**src/rtl/mio_bus_arbiter.sv**
```systemverilog
// mio_bus_arbiter: round-robin arbiter of one shared memory bus between a CPU and a debug master
module mio_bus_arbiter #(
    parameter int          TIMEOUT_CYC = 16,
    parameter logic [31:0] ERR_DATA    = 32'hDEAD_BEEF
) (
    input  logic        clk,
    input  logic        rst,
    input  logic        cpu_req,
    input  logic        cpu_we,
    input  logic [3:0]  cpu_wea,
    input  logic [31:0] cpu_addr,
    input  logic [31:0] cpu_wdata,
    output logic [31:0] cpu_rdata,
    output logic        cpu_done,
    output logic        cpu_err,
    output logic        cpu_busy,
    input  logic        dbg_req,
    input  logic        dbg_we,
    input  logic [3:0]  dbg_wea,
    input  logic [31:0] dbg_addr,
    input  logic [31:0] dbg_wdata,
    output logic [31:0] dbg_rdata,
    output logic        dbg_done,
    output logic        dbg_err,
    output logic        mem_req,
    output logic        mem_we,
    output logic [3:0]  mem_wea,
    output logic [31:0] mem_addr,
    output logic [31:0] mem_wdata,
    input  logic [31:0] mem_rdata,
    input  logic        mem_ack,
    output logic        grant_id
);
    typedef enum logic [1:0] {IDLE, ACCESS, RESP} state_t;
    state_t state, state_nxt;
    logic        ptr, pick, any_req, timeout, access, resp;
    logic        we_r, err_r;
    logic [3:0]  wea_r;
    logic [31:0] addr_r, wdata_r, rdata_r;
    logic [7:0]  cnt;
    assign any_req = cpu_req | dbg_req;
    assign pick    = (cpu_req & dbg_req) ? ~ptr : dbg_req;
    assign timeout = cnt == 8'(TIMEOUT_CYC - 1);
    assign access  = state == ACCESS;
    assign resp    = state == RESP;
    // state register
    always_ff @(posedge clk) begin
        if (!rst) state <= IDLE;
        else      state <= state_nxt;
    end
    // next state: grant from IDLE, finish ACCESS on ack or timeout, RESP lasts one cycle
    always_comb begin
        state_nxt = state;
        if (state == IDLE && any_req) state_nxt = ACCESS;
        if (access && (mem_ack || timeout)) state_nxt = RESP;
        if (resp) state_nxt = IDLE;
    end
    // latch the winner's request at grant, count wait cycles and capture the result
    always_ff @(posedge clk) begin
        if (!rst) begin
            ptr      <= 1'b1;
            grant_id <= 1'b0;
            we_r     <= 1'b0;
            wea_r    <= '0;
            addr_r   <= '0;
            wdata_r  <= '0;
            rdata_r  <= '0;
            err_r    <= 1'b0;
            cnt      <= '0;
        end else begin
            if (state == IDLE && any_req) begin
                grant_id <= pick;
                ptr      <= pick;
                we_r     <= pick ? dbg_we : cpu_we;
                wea_r    <= pick ? dbg_wea : cpu_wea;
                addr_r   <= pick ? dbg_addr : cpu_addr;
                wdata_r  <= pick ? dbg_wdata : cpu_wdata;
                cnt      <= '0;
            end
            if (access) begin
                cnt <= cnt + 8'd1;
                if (mem_ack) begin
                    rdata_r <= we_r ? '0 : mem_rdata;
                    err_r   <= 1'b0;
                end else if (timeout) begin
                    rdata_r <= we_r ? '0 : ERR_DATA;
                    err_r   <= 1'b1;
                end
            end
        end
    end
    assign mem_req   = access;
    assign mem_we    = access & we_r;
    assign mem_wea   = (access & we_r) ? wea_r : '0;
    assign mem_addr  = access ? addr_r : '0;
    assign mem_wdata = access ? wdata_r : '0;
    assign cpu_done  = resp & ~grant_id;
    assign dbg_done  = resp & grant_id;
    assign cpu_rdata = cpu_done ? rdata_r : '0;
    assign dbg_rdata = dbg_done ? rdata_r : '0;
    assign cpu_err   = cpu_done & err_r;
    assign dbg_err   = dbg_done & err_r;
    assign cpu_busy  = cpu_req & ~cpu_done;
endmodule

```
**config.mk**
```make
export PLATFORM = sky130hd
export DESIGN_NAME = mio_bus_arbiter
export DESIGN_NICKNAME = d
export VERILOG_FILES = /design/src/rtl/mio_bus_arbiter.sv
export SDC_FILE = /design/constraint.sdc
export NUM_CORES = 1
export LEC_CHECK = 0
export CAP_MARGIN = 20
export CORE_ASPECT_RATIO = 0.6
export CORE_UTILIZATION = 38
export DETAILED_ROUTE_END_ITERATION = 6
export PLACE_DENSITY = 0.83
export SLEW_MARGIN = 5
export SYNTH_ARGS = -nofsm -noshare
export SYNTH_HDL_FRONTEND = slang
export SYNTH_SLANG_ARGS = --single-unit
```
**constraint.sdc**
```tcl
create_clock -name clk -period 4.8 [get_ports clk]
set_input_delay 0.96 -clock clk [delete_from_list [all_inputs] [get_ports clk]]
set_output_delay 0.96 -clock clk [all_outputs]
set_load 0.02 [all_outputs]
```
Yosys cells after proc, flatten, opt, wreduce, memory -nomap -nowiden
Index checks and enable logic that the tools add are counted.
{"block": "word_totals", "regBits": 114, "inputBits": 175, "out_inout_bits": 140, "word_cells": 57}
{"block": "classes", "addsub": 1, "eq_ne": 3, "mux": 20, "bitwise_logic": 12, "reduce_logical": 10}
{"cell": "2-to-1 mux 32 bit", "count": 10}
{"cell": "2-to-1 mux 8 bit", "count": 2}
{"cell": "adder 8 x 1 -> 8 bit (second input constant)", "count": 1}
{"cell": "== test 8 x 4 -> 1 bit (second input constant)", "count": 1}
{"cell": "2-to-1 mux 4 bit", "count": 2}
{"cell": "bitwise AND 1 bit", "count": 7}
{"cell": "nonzero test 2 bit", "count": 3}
{"cell": "2-to-1 mux 1 bit", "count": 4}
{"cell": "2-to-1 mux 2 bit", "count": 2}
{"cell": "inverter 1 bit", "count": 4}
{"cell": "OR reduction 3 bit", "count": 1}
{"cell": "== test 2 x 1 -> 1 bit (second input constant)", "count": 1}
{"cell": "== test 2 bit (second input constant)", "count": 1}
{"cell": "logical AND 1 bit", "count": 2}
{"cell": "zero test 2 bit", "count": 1}
{"cell": "AND reduction 2 bit", "count": 1}
{"cell": "OR reduction 2 bit", "count": 1}
{"cell": "logical OR 1 bit", "count": 1}
{"cell": "OR 1 bit", "count": 1}

Logic depth before layout (Yosys ltp)
Gate-level depths: netlist of the first run.
{"block": "logic_depth", "depth_word": 4, "depth_mapped": 7}

Worst setup path before layout of the first run
No wires, ideal clock.
{"block": "synth_path", "path_kind": "register to output", "start": "register state[1]", "end": "output cpu_rdata[22]", "arrival_time_ps": 1649, "required_time_ps": 3840, "slack_ps": 2191, "stages_incl_launch_ff": 5, "path_cell_list": "dfxtp_1 > clkbuf_1 > nor3b_1 > clkbuf_1 > and2_1"}
{"block": "synth_between", "elab_chain_cells": 3}
{"element": "from (decl)", "line_no": "35", "rtl": "state_t state, state_nxt;"}
{"element": "from (signal assigned)", "line_no": "49", "rtl": "else state <= state_nxt;"}
{"element": "== test 2 bit", "line_no": "45", "rtl": "assign resp = state == RESP;"}
{"element": "bitwise AND 1 bit", "line_no": "97", "rtl": "assign cpu_done = resp & ~grant_id;"}
{"element": "via cpu_done", "line_no": "14", "rtl": "output logic cpu_done,"}
{"element": "2-to-1 mux 32 bit", "line_no": "99", "rtl": "assign cpu_rdata = cpu_done ? rdata_r : '0;"}
{"element": "to (decl)", "line_no": "13", "rtl": "output logic [31:0] cpu_rdata,"}
The timed path passes the listed nets, and every way through them passes these cells.

Worst setup path in the final report of the first run
{"block": "layout_path", "start": "register state[0]", "end": "output mem_addr[7]"}
{"block": "layout_between", "elab_chain_cells": 2}
{"element": "== test 2 x 1 -> 1 bit", "line_no": "44", "rtl": "assign access = state == ACCESS;"}
{"element": "2-to-1 mux 32 bit", "line_no": "95", "rtl": "assign mem_addr = access ? addr_r : '0;"}
{"element": "to (decl)", "line_no": "28", "rtl": "output logic [31:0] mem_addr,"}
No other way between the ends.

==> results of run 1 <==
power by group through the flow:
| stage | sequential [mW] | combinational (mW) | clock [mW] |
|---|---|---|---|
| 2_1_floorplan | 1.10 | 0.400 | 0 |
| 3_3_place_gp | 1.12 | 0.700 | 0 |
| 3_5_place_dp | 1.13 | 0.711 | 0 |
| 4_1_cts | 1.11 | 0.714 | 1.25 |
| 5_1_grt | 1.12 | 0.774 | 1.28 |
| 6_report | 1.11 | 0.717 | 1.22 |
final timing paths:
check,startpoint,endpoint,slack [ns]
worst max register to register,state[0]$_SDFFE_PP0P_,cnt[4]$_SDFFE_PN0P_,2.09
worst min-delay path,cnt[3]$_SDFFE_PN0P_,cnt[3]$_SDFFE_PN0P_,0.50
worst max-delay path,state[0]$_SDFFE_PP0P_,mem_addr[7],0.80
worst min register to register,cnt[3]$_SDFFE_PN0P_,cnt[3]$_SDFFE_PN0P_,0.50
cells by family after synthesis:
| kind of cell | Yosys count | share of synthesized area |
|---|---|---|
| and+or+nand+nor | 353 | 0.267 |
| AOI/OAI and AO/OA | 283 | 0.325 |
| DFF | 114 | 0.338 |
| buffers and inverters | 108 | 0.0655 |
| muxes | 2 | 0.00297 |
| adders and majority gates | 1 | 0.00185 |
stage by stage:
step	cell area [um2]	hold slack, ns
floorplan	6750	0.465
global placement	9950	0.482
detailed placement	9950	0.492
CTS	10500	0.499
global route	10500	0.536
finish	10500	0.498
worst max-delay path: stages (launching register included):
cell and delay [ns]:
dfxtp_1 0.72, nand2b_1 0.16, inv_2 0.64, buf_4 0.32, and2_1 0.16, clkdlybuf4s50_1 0.60
sequential cells by signal (all words and copies together), names as in the netlist:
signal    cells
addr_r       32
cnt           8
err_r         1
grant_id      1
ptr           1
rdata_r      32
state         2
wdata_r      32
we_r          1
wea_r         4
area by class of cell:
class / count / area share
tap: 234 / 0.0278
sequential: 114 / 0.216
timing repair buffer: 337 / 0.316
inverter: 5 / 0.00178
clock buffer: 18 / 0.0407
clock inverter: 13 / 0.0129
multi-input combinational: 639 / 0.384
metal layers:
layer	track usage	vias to the layer above	share of wire
met3	0.0570	23	0.069
met2	0.427	319	0.47
li1	-	3637	-
met1	0.343	3665	0.45
met5	0	-	0
met4	0.0695	0	0.012
placed cells by master (no fill, tap or decap), types with 2 or more instances in the layout:
cell type,n
clkdlybuf4s50_1,313
nand2_1,168
and2_1,131
dfxtp_1,114
a21oi_1,88
a311oi_1,69
o211ai_1,32
nor2b_1,25
o32a_1,24
o2111ai_1,24
buf_4,22
o211ai_2,20
clkbuf_16,17
a211oi_1,10
and3_1,6
clkinv_2,5
inv_2,4
o21ai_0,4
nand2b_1,3
nand3_1,3
inv_6,3
nor2_1,2
nand4b_1,2
nand4_1,2
mux2i_1,2
o31ai_1,2
a221oi_1,2
clkinv_4,2
bufinv_16,2
==> flow_metrics.env, run 1 <==
export IMPL_dr_total_vias=7644
export IMPL_cts_resized=0
export IMPL_slew_headroom=0.316
export IMPL_dpl_hpwl_um=16500
export IMPL_clockBufferDepth=2
export IMPL_seqCellArea_um2=2280
export IMPL_seq_power_share=0.364
export IMPL_clock_latency_ns=0.39
export IMPL_drv_slew=0
export IMPL_viasPerCell=5.62
export IMPL_grt_pass1_vias=7270
export IMPL_numCtsBuffers=17
export IMPL_dp_cells=1328
export IMPL_path_clk_slew_ns=0.06
export IMPL_setup_violations=0
export IMPL_cts_root_buf="clkbuf_16"
export IMPL_yosys_top_cells_area="dfxtp_1 34%, and2_1 12%, nand2_1 9.3%"
export IMPL_coreArea_um2=17300
export IMPL_drtIter0Drc=617
export IMPL_p_total_mw=3.05
export IMPL_tns_ns=0
export IMPL_final_core_util=0.611
export IMPL_grt_max_degree=72
export IMPL_pwr_share_comb=0.235
export IMPL_crit_fanout=57
export IMPL_hp_class="reg2reg"
export IMPL_rsz0062_at_grt="no"
export IMPL_fin_nets=1290
export IMPL_p_sw_uw=900
export IMPL_synth_edf_count=0
export IMPL_chipWidth_um=174
export IMPL_die_area_um2=18300
export IMPL_syn_to_final_growth_pct=56.3
export IMPL_cp_required_ns=3.84
export IMPL_yosysTopAreaCell="dfxtp_1"
export IMPL_instances_no_fill=1360
export IMPL_antenna_left=0
export IMPL_worstRegToRegCells=6
export IMPL_postCtsSetupBuffers=0
export IMPL_yosysMostFrequentCell="nand2_1"
export IMPL_worst_slack_ns=0.795
export IMPL_wl_per_cell_um=18.2
export IMPL_synth_area_um2=6750
export IMPL_clock_sinks=114
export IMPL_switching_share=0.295
export IMPL_n_fill_cell=1514
export IMPL_cp_start_kind="register"
export IMPL_h_tree_depth=4
export IMPL_async_reset_ff_frac=0
export IMPL_post_synth_num_cell_types=47
export IMPL_powerDensity_nw_per_um2=289
export IMPL_cts_hold_buf=0
export IMPL_fin_skew_ns=0.00896
export IMPL_power_frac_clock=0.401
export IMPL_synth_common_cells="168 x nand2_1, 131 x and2_1, 114 x dfxtp_1, 93 x clkbuf_1, 88 x a21oi_1"
export IMPL_whs_path_depth=2
export IMPL_hold_viol=0
export IMPL_grt_pass1_wl_um=38800
export IMPL_final_min_clock_period_ns=4.00
export IMPL_p_leak_nw=3.84
export IMPL_grt_antenna_before_repair=0
export IMPL_cts_tree="yes"
export IMPL_min_period_over_period=0.834
export IMPL_core_rowCount=37
export IMPL_worst_setup_path_type="reg2out"
export IMPL_netlist_area_leader_share=0.338
export IMPL_multi_input_area_um2=4050
export IMPL_clock_fmax_ghz=0.250
export IMPL_drive_above_1_share=0.0773
export IMPL_yosysWarnings=0
export IMPL_dp_slack_ns=1.22
export IMPL_p_int_mw=2.15
export IMPL_cp_end_kind="primary output"
export IMPL_floorplan_initialDensity=0.391
export IMPL_ios=315
export IMPL_syn_inst=861
export IMPL_io_buffers=314
export IMPL_drv_cap=0
export IMPL_grt_overflow_total=0
export IMPL_synth_ff_type="dfxtp_1"
export IMPL_worst_pin_slew_ns=1.03
export IMPL_vdd_drop_max_mv=0.171
export IMPL_status="complete, no violations"
export IMPL_syn_nets=1037
export IMPL_syn_area_per_cell_um2=7.84
export IMPL_routed_wl_um=24700
export IMPL_ys_seq_area_frac=0.338
export IMPL_grt_usage=0.260
export IMPL_crit_arrival_ns=3.04
export IMPL_ys_ff_latch=114
export IMPL_diodes=0
export IMPL_firstDrtPassIters=5
export IMPL_gp_congestion=0.859
export IMPL_die_y_um=105
export IMPL_route_detailed_drc=0
No activity file was read; power rests on OpenSTA's default activity.
==> run 2: changes to the inputs <==
--- a/config.mk
+++ b/config.mk
@@ -9,7 +9,7 @@
 export CORE_ASPECT_RATIO = 0.6
 export CORE_UTILIZATION = 38
 export DETAILED_ROUTE_END_ITERATION = 6
-export PLACE_DENSITY = 0.83
+export PLACE_DENSITY = 0.86
 export SLEW_MARGIN = 5
 export SYNTH_ARGS = -nofsm -noshare
 export SYNTH_HDL_FRONTEND = slang
==> constraint.sdc (replaced) <==
create_clock -name clk -period 3.4 [get_ports clk]
set_input_delay 0.68 -clock clk [delete_from_list [all_inputs] [get_ports clk]]
set_output_delay 0.68 -clock clk [all_outputs]
set_load 0.02 [all_outputs]
==> run 2 against run 1 <==
First-iteration DRC count rose by 12%. Critical path depth decreased by 1. Combinational power is 44% higher. Largest cell class unchanged. Count of clock-buffer cells in the layout is 3 higher. Routed wire length fell by 2.0%.
==> flow_metrics.env, run 2 (same netlist as run 1, synthesis figures left out) <==
export IMPL_path_clk_slew_ns=0.06
export IMPL_core_rowCount=37
export IMPL_die_y_um=105
export IMPL_fin_nets=1294
export IMPL_crit_fanout=35
export IMPL_chipWidth_um=174
export IMPL_final_cell_mix="312 x clkdlybuf4s50_1, 168 x nand2_1, 131 x and2_1, 114 x dfxtp_1, 88 x a21oi_1"
export IMPL_syn_to_final_growth_pct=58.8
export IMPL_final_common_cell="clkdlybuf4s50_1"
export IMPL_worstRegToRegCells=4
export IMPL_cp_start_kind="register"
export IMPL_die_area_um2=18300
export IMPL_ios=315
export IMPL_min_period_over_period=0.890
export IMPL_setup_violations=0
export IMPL_drv_slew=0
export IMPL_routed_wl_um=24200
export IMPL_hold_viol=0
export IMPL_wl_per_cell_um=17.7
export IMPL_holdWs_ns=0.512
export IMPL_cts_resized=0
export IMPL_worst_pin_slew_ns=1.09
export IMPL_drtIter0Drc=688
export IMPL_p_leak_nw=3.92
export IMPL_io_buffers=314
export IMPL_powerDensity_nw_per_um2=426
export IMPL_cp_end_kind="primary output"
export IMPL_dp_slack_ns=0.683
export IMPL_worst_slack_ns=0.375
export IMPL_tns_ns=0
export IMPL_diodes=0
export IMPL_crit_arrival_ns=2.34
export IMPL_status="complete, no violations"
export IMPL_dp_cells=1333
export IMPL_dr_total_vias=7617
export IMPL_whs_path_depth=2
export IMPL_antenna_left=0
export IMPL_viasPerCell=5.58
export IMPL_cts_root_buf="clkbuf_16"
export IMPL_firstDrtPassIters=5
export IMPL_h_tree_depth=4
export IMPL_fin_area_um2=10700
export IMPL_dpl_hpwl_um=16600
export IMPL_cp_required_ns=2.72
export IMPL_drv_cap=0
export IMPL_cts_hold_buf=0
export IMPL_fin_skew_ns=0.0126
export IMPL_hp_class="reg2reg"
export IMPL_gp_congestion=0.878
export IMPL_post_dp_cell_area_um2=10100
export IMPL_clock_sinks=114
export IMPL_drive_above_1_share=0.0814
export IMPL_top_regs="addr_r: 32 flops, rdata_r: 32 flops, wdata_r: 32 flops"
export IMPL_grt_usage=0.257
export IMPL_numCtsBuffers=17
export IMPL_slew_headroom=0.271
export IMPL_route_detailed_drc=0
export IMPL_final_min_clock_period_ns=3.02
export IMPL_instances_no_fill=1364
export IMPL_vdd_drop_max_mv=0.299
export IMPL_coreArea_um2=17300
export IMPL_grt_pass1_vias=7301
export IMPL_n_fill_cell=1531
export IMPL_rsz0062_at_grt="no"
export IMPL_floorplan_initialDensity=0.391
export IMPL_grt_max_degree=72
export IMPL_grt_pass1_wl_um=38400
export IMPL_grt_antenna_before_repair=0
export IMPL_grt_overflow_total=0
export IMPL_worst_setup_path_type="reg2out"
export IMPL_clock_fmax_ghz=0.331
export IMPL_cts_tree="yes"
export IMPL_clock_latency_ns=0.39
export IMPL_postCtsSetupBuffers=0
export IMPL_clockBufferDepth=2
==> run 2: changes by cell type in the layout (fill, tap and decap cells not counted), sizes merged, moves of 3 or more <==
cell / previous run / this run
clkinv: 8 / 4
clkbuf: 18 / 21
inv: 7 / 4
bufinv: 2 / 5
buf: 24 / 29
==> run 2: metal layers <==
layer  global-route usage  vias up  wire length, um
met2                0.417      322            11400
met3               0.0559       13             1750
li1                     -     3641                -
met5                    0        -                0
met4               0.0526        0              172
met1                0.348     3641            10900
==> run 2: cell type report <==
type / count / area [um2] / area share
Tap cell: 234 / 293 / 0.0273
Timing Repair Buffer: 341 / 3410 / 0.319
Sequential cell: 114 / 2280 / 0.213
Multi-Input combinational cell: 639 / 4050 / 0.378
Inverter: 5 / 18.8 / 0.00175
Clock inverter: 10 / 180 / 0.0168
Clock buffer: 21 / 470 / 0.0439
==> run 2: critical path, cell delays in order (launching register included) <==
cell,delay [ns]
dfxtp_1,0.56
nor3b_2,0.25
buf_4,0.32
and2_1,0.19
clkdlybuf4s50_1,0.62
==> run 2: where the power goes <==
group | internal, mW | leakage, nW | total, mW | switching, mW
sequential | 1.47 | 0.940 | 1.56 | 0.0860
combinational | 0.502 | 2.66 | 1.03 | 0.530
clock | 1.35 | 0.315 | 1.98 | 0.624
==> run 2: worst paths after layout <==
path / from / to / slack, ns
worst max register to register: cnt[4]$_SDFFE_PN0P_ / rdata_r[16]$_SDFFE_PN0P_ / 1.05
worst max-delay path: state[1]$_SDFFE_PP0P_ / cpu_rdata[21] / 0.38
worst min register to register: cnt[3]$_SDFFE_PN0P_ / cnt[3]$_SDFFE_PN0P_ / 0.51
worst min-delay path: cnt[3]$_SDFFE_PN0P_ / cnt[3]$_SDFFE_PN0P_ / 0.51
==> run 2: stage by stage <==
stage,util,power (mW)
floorplan,-,2.12
global placement,0.583,2.58
detailed placement,0.583,2.61
CTS,0.620,4.60
global route,0.620,4.77
finish,0.620,4.57
